### src/rtl/fp_add_prealign.sv
// Floating-point adder front end: unpacks and orders two operands, classifies
// special results, then right-aligns the smaller significand with G/R/S bits.
module fp_add_prealign #(
   parameter  int EXP_W = 8,
   parameter  int MAN_W = 23,
   localparam int W     = 1 + EXP_W + MAN_W,
   localparam int SIG_W = MAN_W + 4
) (
   input  logic             clk,
   input  logic             rst_n,
   input  logic             in_valid,
   output logic             in_ready,
   input  logic [W-1:0]     a,
   input  logic [W-1:0]     b,
   input  logic             op_sub,
   output logic             out_valid,
   input  logic             out_ready,
   output logic [SIG_W-1:0] sig_big,
   output logic [SIG_W-1:0] sig_small,
   output logic [EXP_W-1:0] exp_big,
   output logic             sign_big,
   output logic             eff_sub,
   output logic             swapped,
   output logic [1:0]       special,
   output logic             special_sign
);

   typedef enum logic [1:0] {
      SP_NORMAL = 2'b00,
      SP_NAN    = 2'b01,
      SP_INF    = 2'b10,
      SP_ZERO   = 2'b11
   } special_e;

   localparam logic [EXP_W-1:0] EXP_ONES = '1;

   // Stage 1 combinational: unpack, classify, order
   logic             sign_a, sign_b;
   logic [EXP_W-1:0] fexp_a, fexp_b, eexp_a, eexp_b;
   logic [MAN_W-1:0] frac_a, frac_b;
   logic [MAN_W:0]   sig_a, sig_b;
   logic             a_nan, b_nan, a_inf, b_inf, a_zero, b_zero;

   logic [MAN_W:0]   s1_sig_big_d, s1_sig_small_d;
   logic [EXP_W-1:0] s1_exp_big_d, s1_exp_small_d, s1_exp_diff_d;
   logic             s1_sign_big_d, s1_eff_sub_d, s1_swapped_d, s1_special_sign_d;
   special_e         s1_special_d;

   // Stage 1 registers
   logic             s1_valid_q;
   logic [MAN_W:0]   s1_sig_big_q, s1_sig_small_q;
   logic [EXP_W-1:0] s1_exp_big_q, s1_exp_diff_q;
   logic             s1_sign_big_q, s1_eff_sub_q, s1_swapped_q, s1_special_sign_q;
   special_e         s1_special_q;

   // Stage 2 align and output registers
   logic [SIG_W-1:0] ext_small, shifted, lost_mask, sig_small_d;
   logic             s2_can_load;
   logic             out_valid_q;
   logic [SIG_W-1:0] sig_big_q, sig_small_q;
   logic [EXP_W-1:0] exp_big_q;
   logic             sign_big_q, eff_sub_q, swapped_q, special_sign_q;
   special_e         special_q;

   assign s2_can_load = !out_valid_q || out_ready;
   // NOTE: in_ready is gated by rst_n so no pair is accepted on a reset edge.
   assign in_ready    = rst_n && (!s1_valid_q || s2_can_load);

   // NOTE: every variable gets a default at the top so no path infers a latch.
   always_comb begin
      sign_a = a[W-1];
      sign_b = b[W-1] ^ op_sub;
      fexp_a = a[W-2 -: EXP_W];
      fexp_b = b[W-2 -: EXP_W];
      frac_a = a[MAN_W-1:0];
      frac_b = b[MAN_W-1:0];
      eexp_a = (fexp_a == '0) ? EXP_W'(1) : fexp_a;
      eexp_b = (fexp_b == '0) ? EXP_W'(1) : fexp_b;
      sig_a  = {(fexp_a != '0), frac_a};
      sig_b  = {(fexp_b != '0), frac_b};
      a_nan  = (fexp_a == EXP_ONES) && (frac_a != '0);
      b_nan  = (fexp_b == EXP_ONES) && (frac_b != '0);
      a_inf  = (fexp_a == EXP_ONES) && (frac_a == '0);
      b_inf  = (fexp_b == EXP_ONES) && (frac_b == '0);
      a_zero = (fexp_a == '0) && (frac_a == '0);
      b_zero = (fexp_b == '0) && (frac_b == '0);

      s1_swapped_d   = 1'b0;
      s1_sig_big_d   = sig_a;
      s1_sig_small_d = sig_b;
      s1_exp_big_d   = eexp_a;
      s1_exp_small_d = eexp_b;
      s1_sign_big_d  = sign_a;
      // Ties keep A as the big operand.
      if (a[W-2:0] < b[W-2:0]) begin
         s1_swapped_d   = 1'b1;
         s1_sig_big_d   = sig_b;
         s1_sig_small_d = sig_a;
         s1_exp_big_d   = eexp_b;
         s1_exp_small_d = eexp_a;
         s1_sign_big_d  = sign_b;
      end
      s1_exp_diff_d = s1_exp_big_d - s1_exp_small_d;
      s1_eff_sub_d  = sign_a ^ sign_b;

      s1_special_d      = SP_NORMAL;
      s1_special_sign_d = 1'b0;
      if (a_nan || b_nan || (a_inf && b_inf && (sign_a != sign_b))) begin
         s1_special_d = SP_NAN;
      end else if (a_inf || b_inf) begin
         s1_special_d      = SP_INF;
         s1_special_sign_d = a_inf ? sign_a : sign_b;
      end else if (a_zero && b_zero) begin
         s1_special_d      = SP_ZERO;
         s1_special_sign_d = sign_a & sign_b;
      end
   end

   always_ff @(posedge clk) begin
      if (!rst_n) begin
         s1_valid_q        <= 1'b0;
         s1_sig_big_q      <= '0;
         s1_sig_small_q    <= '0;
         s1_exp_big_q      <= '0;
         s1_exp_diff_q     <= '0;
         s1_sign_big_q     <= 1'b0;
         s1_eff_sub_q      <= 1'b0;
         s1_swapped_q      <= 1'b0;
         s1_special_q      <= SP_NORMAL;
         s1_special_sign_q <= 1'b0;
      end else begin
         if (in_ready) s1_valid_q <= in_valid;
         if (in_valid && in_ready) begin
            s1_sig_big_q      <= s1_sig_big_d;
            s1_sig_small_q    <= s1_sig_small_d;
            s1_exp_big_q      <= s1_exp_big_d;
            s1_exp_diff_q     <= s1_exp_diff_d;
            s1_sign_big_q     <= s1_sign_big_d;
            s1_eff_sub_q      <= s1_eff_sub_d;
            s1_swapped_q      <= s1_swapped_d;
            s1_special_q      <= s1_special_d;
            s1_special_sign_q <= s1_special_sign_d;
         end
      end
   end

   // Sticky collects every bit shifted past the S position.
   always_comb begin
      ext_small = {s1_sig_small_q, 3'b000};
      lost_mask = ~({SIG_W{1'b1}} << s1_exp_diff_q);
      shifted   = ext_small >> s1_exp_diff_q;
      if (int'(s1_exp_diff_q) >= SIG_W) begin
         sig_small_d = {{(SIG_W-1){1'b0}}, |s1_sig_small_q};
      end else begin
         sig_small_d = {shifted[SIG_W-1:1], shifted[0] | (|(ext_small & lost_mask))};
      end
   end

   always_ff @(posedge clk) begin
      if (!rst_n) begin
         out_valid_q    <= 1'b0;
         sig_big_q      <= '0;
         sig_small_q    <= '0;
         exp_big_q      <= '0;
         sign_big_q     <= 1'b0;
         eff_sub_q      <= 1'b0;
         swapped_q      <= 1'b0;
         special_q      <= SP_NORMAL;
         special_sign_q <= 1'b0;
      end else if (s2_can_load) begin
         out_valid_q <= s1_valid_q;
         if (s1_valid_q) begin
            sig_big_q      <= {s1_sig_big_q, 3'b000};
            sig_small_q    <= sig_small_d;
            exp_big_q      <= s1_exp_big_q;
            sign_big_q     <= s1_sign_big_q;
            eff_sub_q      <= s1_eff_sub_q;
            swapped_q      <= s1_swapped_q;
            special_q      <= s1_special_q;
            special_sign_q <= s1_special_sign_q;
         end
      end
   end

   assign out_valid    = out_valid_q;
   assign sig_big      = sig_big_q;
   assign sig_small    = sig_small_q;
   assign exp_big      = exp_big_q;
   assign sign_big     = sign_big_q;
   assign eff_sub      = eff_sub_q;
   assign swapped      = swapped_q;
   assign special      = special_q;
   assign special_sign = special_sign_q;

endmodule
### config.mk
export PLATFORM = sky130hd
export DESIGN_NAME = fp_add_prealign
export DESIGN_NICKNAME = d
export VERILOG_FILES = /design/src/rtl/fp_add_prealign.sv
export SDC_FILE = /design/constraint.sdc
export NUM_CORES = 1
export LEC_CHECK = 0
export ABC_AREA = 1
export BUFFER_PORTS_ARGS = -buffer_cell sky130_fd_sc_hd__clkbuf_2
export CORE_MARGIN = 3
export CORE_UTILIZATION = 45
export CTS_CLUSTER_DIAMETER = 200
export DETAILED_ROUTE_END_ITERATION = 8
export PLACE_DENSITY = 0.68
export SETUP_SLACK_MARGIN = 0.02
export SYNTH_ARGS = -nofsm -noshare
export SYNTH_HDL_FRONTEND = slang
export SYNTH_SLANG_ARGS = --single-unit
### constraint.sdc
create_clock -name clk -period 2.85 [get_ports clk]
set_input_delay 0.285 -clock clk [delete_from_list [all_inputs] [get_ports clk]]
set_output_delay 0.285 -clock clk [all_outputs]
set_load 0.005 [all_outputs]
Yosys cells after proc, flatten, opt, wreduce, memory -nomap -nowiden
Cells that the tools add are included.
{"block": "word_totals", "register_bits": 137, "in_bits": 69}
{"block": "classes", "n_addsub": 1, "order_cmp": 2, "n_eq_ne": 3, "shift": 2, "mux": 16, "bitwise_logic": 6, "n_reduce_logical": 29}
{"cell": "two-way mux 24 bit", "count": 2}
{"cell": "logical NOT 23 bit", "count": 2}
{"cell": "nonzero test 23 bit", "count": 2}
{"cell": "two-way mux 8 bit", "count": 4}
{"cell": "< comparator 31 bit", "count": 1}
{"cell": "AND 27 bit", "count": 1}
{"cell": "two-way mux 27 bit", "count": 1}
{"cell": "NOT 27 bit", "count": 1}
{"cell": "OR reduction 27 bit", "count": 1}
{"cell": "<< shifter 27 x 8 -> 27 bit (first input constant)", "count": 1}
{"cell": ">> shifter 27 x 8 -> 27 bit", "count": 1}
{"cell": "OR reduction 24 bit", "count": 1}
{"cell": "== test 8 bit (second input constant)", "count": 2}
{"cell": "logical NOT 8 bit", "count": 2}
{"cell": "nonzero test 8 bit", "count": 2}
{"cell": "logical AND 1 bit", "count": 11}
{"cell": "greater-or-equal comparator 8 x 5 -> 1 bit (second input constant)", "count": 1}
{"cell": "subtractor 8 bit", "count": 1}
{"cell": "two-way mux 1 bit", "count": 6}
{"cell": "two-way mux 2 bit", "count": 3}
{"cell": "logical OR 1 bit", "count": 5}
{"cell": "logical NOT 1 bit", "count": 2}
{"cell": "AND reduction 2 bit", "count": 1}
{"cell": "bitwise XOR 1 bit", "count": 2}
{"cell": "3 further kinds", "count": 3}

Longest topological paths before layout
Gate-level depths: netlist of the first run.
{"block": "depth", "ltp_word": 6, "ltp_mapped": 28}

Worst setup path after synthesis of the first run
OpenSTA, ideal clock, no wires.
{"block": "synth_timing", "path_type": "in2reg", "from": "input b[14]", "to": "register s1_exp_diff_q[6]", "t_arrival_ps": 2853, "path_slack_ps": -119, "path_stages": 27, "n_path_buf": 2, "path_cell_list": "inv_1 > ha_1 > nand2_1 > inv_1 > nand3_1 > nor3_1 > o21ai_1 > nand2_1 > nand2_1 > nand2_2 > buf_4 > buf_6 > nand2_1 > nand2_1 > inv_1 > ha_1 > fa_1 > inv_1 > nand2_1 > nand2_1 > a21oi_1 > nor2_1 > nor2_1 > nor2_1 > nor3_1 > o21ai_0 > inv_1"}
{"block": "synth_between", "elab_chain_cells": 3, "word_cells_on_any_way": 4, "cone_classes": "add/sub (1); order compare (1); mux (2)"}
{"element": "start: declaration", "line": "14", "rtl": "input logic [W-1:0] b,"}
{"element": "< comparator 31 bit (*)", "line": "95", "rtl": "if (a[W-2:0] < b[W-2:0]) begin"}
{"element": "two-way mux 8 bit", "line": "95"}
{"element": "subtractor 8 bit (*)", "line": "103", "rtl": "s1_exp_diff_d = s1_exp_big_d - s1_exp_small_d;"}
{"element": "end signal: assignment", "line": "137", "rtl": "s1_exp_diff_q <= s1_exp_diff_d;"}
{"element": "end: declaration", "line": "52", "rtl": "logic [EXP_W-1:0] s1_exp_big_q, s1_exp_diff_q;"}
Mark *: on every way between the ends. The rest lies on a longest branch, timed or not.
A chain may end at the register's enable or synchronous reset.

Worst setup path after layout of the first run
{"block": "layout_timing", "from": "input b[14]", "to": "register s1_exp_diff_q[4]"}
The elaborated chain is that of the path after synthesis.

==> flow_metrics.tcl, run 1 <==
set metrics [dict create \
    drc 0 \
    post-route-util_pct 59.1 \
    slew_headroom_pct 47.8 \
    maxSlewViolCount 0 \
    num_vias 9569 \
    crit_top_cell "nand2_2" \
    min-delay-start "in_valid" \
    clk_pin_slew_ps 60 \
    cts_tree "built" \
    p_leak_nw 5.18 \
    cts_htree_levels 4 \
    postSynthCellCount 1376 \
    synth_cell_types 41 \
    root_buffer "clkbuf_16" \
    holdWs_ps 164 \
    layoutNonFillerInstCount 1835 \
    period_minus_slack_ps 2730 \
    final_cell_mix "nand2_1 (361), nand3_1 (198), dfxtp_1 (137)" \
    layout_setup_ws_ps 125 \
    whs_endpoint "s1_valid_q" \
    ant_nets 0 \
    first_global_vias 8405 \
    cp-end-kind "register" \
    routed_wl_mm 27.4 \
    initial_core_util_pct 46.0 \
    cts_made_buffers 17 \
    portBuffers 135 \
    grt_first_pass_wirelength_mm 42.8 \
    postLayoutCellArea_mm2 0.0111 \
    grt_util_all_layers_pct 25.5 \
    status "complete, no violations" \
    fin_setup_tns_ps 0 \
    slowest_stage "fa_2" \
    ys_warn_count 0 \
    max_slew.worst_pin.slew_ps 782 \
    critPathMaxStageDelay_ps 390 \
    yosys_register_bits 137 \
    drtPass1Iterations 5 \
    fmax_mhz 367 \
    setup_violations 0 \
    cts_num_sinks 137 \
    finalHoldViolCount 0 \
    ff2ff_path_depth 14 \
    diodes 0 \
    cap_violations 0 \
    post-place-ws_ps -368 \
    clock_path_buffers 2 \
    syn_area_mm2 0.00865 \
    routabilityCongestion 0.973 \
    yosysSeqAreaShare_pct 31.7 \
    grt_setup_unrepaired "true" \
    holdPathStages 3 \
    cp.required_ps 3130 \
    r2r_end "sig_small[0]" \
    antenna_found_initial 0 \
    gr-total-overflow 0 \
    drt-initial-drc-count 826 \
    clk_latency_ps 420 \
    hp-class "in -> reg" \
    hpwl_mm 20.3 \
    dpl-instance-area_mm2 0.0101 \
    critical_path.cell_chain "clkbuf_2 > inv_1 > ha_4 > nand2_1 > inv_1 > nand3_2 > nor3_2 > o21ai_1 > nand2_2 > nand2_4 > nand2_8 > inv_4 > nand2_1 > nand2_2 > ha_4 > fa_2 > inv_2 > nand2_2 > nand2_2 > a21oi_2 > buf_4 > buf_4 > xor2_1 > o22ai_1" \
    r2r-start "s1_exp_diff_q[4]" \
    vias_per_cell 5.21 \
    fin_nets 1670 \
    mostFrequentLayoutCell "nand2_1" \
    crit_arrival_ps 3010 \
    peakVddDrop_v 0.000429 \
    power.density_mw_per_mm2 576 \
    grt_max_degree 70 \
    critPathKind "in -> reg" \
    syn_area_per_cell_um2 6.29 \
    num_rows 50 \
    drive_gt1_share_pct 23.6 \
    r2r_setup_slack_ps 580 \
    start_kind "input port" \
    ios 139 \
    cp_max_fo 7 \
    die_area_mm2 0.0209 \
    core_mm2 0.0188 \
    wire_per_inst_um 14.9 \
    dpl.cell_count 1795 \
    die_w_um 145 \
    area_growth_pct 28.5 \
    fp.dieH_um 145 \
    fin_crit_sh_pct 95.6 \
    skew_ps 10.7 \
    power_mw 6.41 \
]
[worst max-delay path, delay by kind of cell]
| kind | cells | cell delay (ps) |
|---|---|---|
| AOI/OAI and AO/OA | 3 | 250 |
| xor gates and xnor gates | 1 | 150 |
| adders and majority gates | 3 | 830 |
| buffers and inverters | 7 | 590 |
| and+or+nand+nor | 10 | 890 |
[synth_stat cells, drive strengths merged]
library cell | count | area [um2]
inv | 110 | 413
o22ai | 3 | 18.8
clkbuf | 36 | 135
conb | 1 | 3.75
nand3 | 201 | 1010
nand2 | 379 | 1440
dfxtp | 137 | 2740
a21oi | 115 | 579
ha | 38 | 475
a31oi | 1 | 6.26
nor3 | 9 | 50.1
nor2 | 133 | 507
a21boi | 1 | 11.3
o211ai | 13 | 97.6
a211o | 1 | 8.76
fa | 1 | 20.0
o21ai | 104 | 532
xor2 | 4 | 35.0
or2 | 3 | 18.8
xnor2 | 2 | 17.5
buf | 55 | 342
nor4 | 6 | 43.8
nand4 | 19 | 119
clkinv | 1 | 5.00
o31ai | 1 | 12.5
and2 | 1 | 6.26
o311ai | 1 | 8.76
[final cells by class]
class	instances	area, um2
multi-input cells	1040	5400
fillers	1825	7710
repair buffers	255	1610
inverters	111	423
clock buffers	19	443
well taps	260	325
clock inverters	13	183
flip-flops and latches	137	2740
[power by group]
group	internal [mW]	switching [mW]	total (mW)
Combinational	0.731	1.14	1.87
Sequential	2.06	0.125	2.18
Clock	1.43	0.926	2.36
Total	4.22	2.19	6.41
[sequential cells by signal, summed over array words and instances, names as in the netlist, 2 cells and up]
signal          count
special             2
exp_big             8
sig_small          27
s1_sig_big_q       24
s1_special_q        2
s1_exp_big_q        8
s1_exp_diff_q       8
sig_big            24
s1_sig_small_q     24
[cells by family (layout without fill, tap and decap cells)]
kind of cell / after synthesis / in the layout / synth area share, %
buffers and inverters: 202 / 398 / 10.3
other: 1 / 3 / 0.0433
AO/OA/AOI/OAI: 240 / 240 / 14.7
XOR/XNOR: 6 / 6 / 0.607
adder cells (fa/ha/maj): 39 / 39 / 5.73
flip-flops: 137 / 137 / 31.7
AND/OR/NAND/NOR: 751 / 752 / 36.9
[metal layers]
layer	GRT usage [%]	up-vias	routed length (um)
met5	0	-	0
met4	6.87	0	441
met2	37.6	325	11800
met3	3.84	29	1900
li1	-	4928	-
met1	38.7	4287	13300
[worst max-delay path by stage]
stage | start | endpoint | slack [ps] | depth (start not counted)
detailed placement | b[10] | s1_exp_diff_q[7] | -370 | 20
CTS | b[10] | s1_exp_diff_q[6] | 30 | 25
global placement | b[14] | s1_exp_diff_q[6] | -310 | 26
finish | b[14] | s1_exp_diff_q[4] | 120 | 24
floorplan | b[26] | s1_exp_diff_q[6] | -40 | 25
global route | b[14] | s1_exp_diff_q[6] | -80 | 28
[what timing repair did]
| action | 4_1_cts | 5_1_grt |
|---|---|---|
| setup endpoints to repair | 0 | 5 |
| gates resized for setup | 0 | 82 |
| hold buffers | 0 | 0 |
| buffers inserted | 0 | 7 |
Note: power is estimated with default switching activity, not from simulation.
==> run 2, diff against run 1 <==
--- a/config.mk
+++ b/config.mk
@@ -11,7 +11,7 @@
 export CORE_UTILIZATION = 45
 export CTS_CLUSTER_DIAMETER = 200
 export DETAILED_ROUTE_END_ITERATION = 8
-export PLACE_DENSITY = 0.68
+export PLACE_DENSITY = 0.66
 export SETUP_SLACK_MARGIN = 0.02
 export SYNTH_ARGS = -nofsm -noshare
 export SYNTH_HDL_FRONTEND = slang
==> constraint.sdc (replaced) <==
create_clock -name clk -period 2.6 [get_ports clk]
set_input_delay 0.26 -clock clk [delete_from_list [all_inputs] [get_ports clk]]
set_output_delay 0.26 -clock clk [all_outputs]
set_load 0.005 [all_outputs]
==> run 2 against run 1 <==
The run now ends with setup timing left. Critical path depth decreased by 3. Register-to-register slack got worse by 60 ps. Clock skew decreased by 1.8 ps. Cell area increased by 2.4%. First-iteration DRC count increased by 0.24%. Clock power increased by 5%.
==> flow_metrics.tcl, run 2 (synthesis results as in run 1) <==
set metrics [dict create \
    status "complete, but fails checks" \
    violations "setup timing" \
    drc 0 \
    ff_latch_area_mm2 0.00274 \
    root_buffer "clkbuf_16" \
    grt_util_all_layers_pct 25.3 \
    fmax_mhz 372 \
    fin_nets 1673 \
    clk_latency_ps 420 \
    worstSetupStartpoint "b[9]" \
    core_mm2 0.0188 \
    cts_htree_levels 4 \
    peakVddDrop_v 0.000396 \
    hp-class "in -> reg" \
    max_slew.worst_pin.slew_ps 796 \
    gr-total-overflow 0 \
    clk_pin_slew_ps 60 \
    cap_violations 0 \
    fp.dieH_um 145 \
    period_minus_slack_ps 2680 \
    die_w_um 145 \
    antenna_found_initial 1 \
    routed_wl_mm 27.4 \
    fillers 1791 \
    diodes 0 \
    mostFrequentLayoutCell "nand2_1" \
    grt_setup_unrepaired "true" \
    slew_headroom_pct 46.9 \
    r2r_setup_slack_ps 520 \
    slowest_stage "o211ai_1" \
    r2r-start "s1_exp_diff_q[0]" \
    cts_made_buffers 17 \
    power_mw 6.98 \
    r2r_end "sig_small[0]" \
    setup_violations 4 \
    fin_setup_tns_ps -229 \
    holdWs_ps 148 \
    num_rows 50 \
    critPathMaxStageDelay_ps 310 \
    layoutNonFillerInstCount 1837 \
    final_cell_mix "nand2_1 (362), nand3_1 (198), dfxtp_1 (137)" \
    largest_reg_flops 27 \
    cp.required_ps 2860 \
    ant_nets 0 \
    ios 139 \
    p_leak_nw 5.24 \
    drt-initial-drc-count 828 \
    layout_setup_ws_ps -84.9 \
    cts_num_sinks 137 \
    wire_per_inst_um 14.9 \
    cp-end-kind "register" \
    num_vias 9648 \
    routabilityCongestion 0.971 \
    drtPass1Iterations 6 \
    crit_arrival_ps 2950 \
    skew_ps 8.86 \
    cts_tree "built" \
    cp_max_fo 10 \
    multi_input_area_mm2 0.00550 \
    maxSlewViolCount 0 \
    fin_crit_sh_pct 103 \
    area_growth_pct 31.7 \
    endpoint "s1_exp_diff_q[5]" \
    power.density_mw_per_mm2 613 \
    holdBufCountCts 0 \
    vias_per_cell 5.25 \
    drive_gt1_share_pct 24.7 \
    critical_path.cell_chain "clkbuf_2 > inv_1 > ha_1 > nand2_1 > o21ai_1 > a21oi_2 > nand2_1 > nand2_2 > nand2_4 > buf_6 > nand2_2 > o21ai_4 > inv_1 > ha_1 > nand2_1 > o211ai_1 > nand2_1 > nand2_1 > a21oi_2 > xor2_1 > o22ai_1" \
    ff2ff_path_depth 15 \
    clock_path_buffers 2 \
    portBuffers 135 \
    grt_max_degree 69 \
    hpwl_mm 20.5 \
    dpl.cell_count 1796 \
    initial_core_util_pct 46.0 \
    first_global_vias 8336 \
    post-route-util_pct 60.5 \
    crit_top_cell "nand2_1" \
    critPathKind "in -> reg" \
    grt_first_pass_wirelength_mm 42.5 \
    start_kind "input port" \
    finalHoldViolCount 0 \
    die_area_mm2 0.0209 \
]
## run 2: changes by cell type in the layout (fill, tap and decap cells not counted), moves of 3 or more
cell and change:
clkbuf_2 -18, buf_6 +11, inv_1 -8, inv_4 +8, ha_1 -6, ha_4 +6
nand2_2 -6, nand2_4 +6, buf_4 +4, buf_8 +4, inv_2 -3, inv_6 +3
## run 2: final cells by class
class	instances	share of cell area, %
Clock buffer	20	4.10
Clock inverter	11	1.20
Multi-Input combinational cell	1039	48.2
Timing Repair Buffer	259	15.5
Tap cell	260	2.85
Sequential cell	137	24.1
Inverter	111	4.08
## run 2: power by group
part           internal, mW  leakage (nW)  switching (mW)  total (mW)
clock network          1.50         0.296           0.962        2.47
logic                 0.861          3.82            1.28        2.14
registers              2.25          1.12           0.128        2.38
## run 2: per-stage QoR
stage | instance area, um2 | setup slack (ps)
final | 11400 | -84.9
after global routing | 11400 | -267
after CTS | 11000 | -12.2
after detailed placement | 10300 | -560
after global placement | 10300 | -539
after floorplan | 8920 | -205
## run 2: what timing repair did
item                                    in CTS  in global routing
gates resized for setup                      6                107
cloned                                       0                  1
endpoints found under the setup margin       4                  6
pin swaps                                    3                 47
buffers inserted                             2                  7
## run 2: worst min-delay path by stage
stage	start	endpoint	slack, ps	depth (start not counted)
floorplan	in_valid	s1_valid_q	410	2
global placement	s1_exp_big_q[4]	s1_exp_big_q[4]	440	2
detailed placement	s1_exp_big_q[4]	s1_exp_big_q[4]	430	2
CTS	in_valid	s1_valid_q	140	3
global route	in_valid	s1_valid_q	160	3
finish	in_valid	s1_valid_q	150	3
## run 2: critical path: cells and delay by family
kind | cells | cell delay [ps]
compound gates | 6 | 810
fa+ha+maj | 2 | 570
xor+xnor | 1 | 120
buf+inv | 4 | 380
simple gates | 8 | 800
## run 2: routing by layer
metal	share of wire (%)	wire length, um	global-route usage, %	vias up
met1	49	13500	39.3	4364
met3	6.4	1760	3.81	33
met5	0.047	13	0	-
li1	-	-	-	4910
met4	1.4	397	5.45	2
met2	43	11800	37.0	339
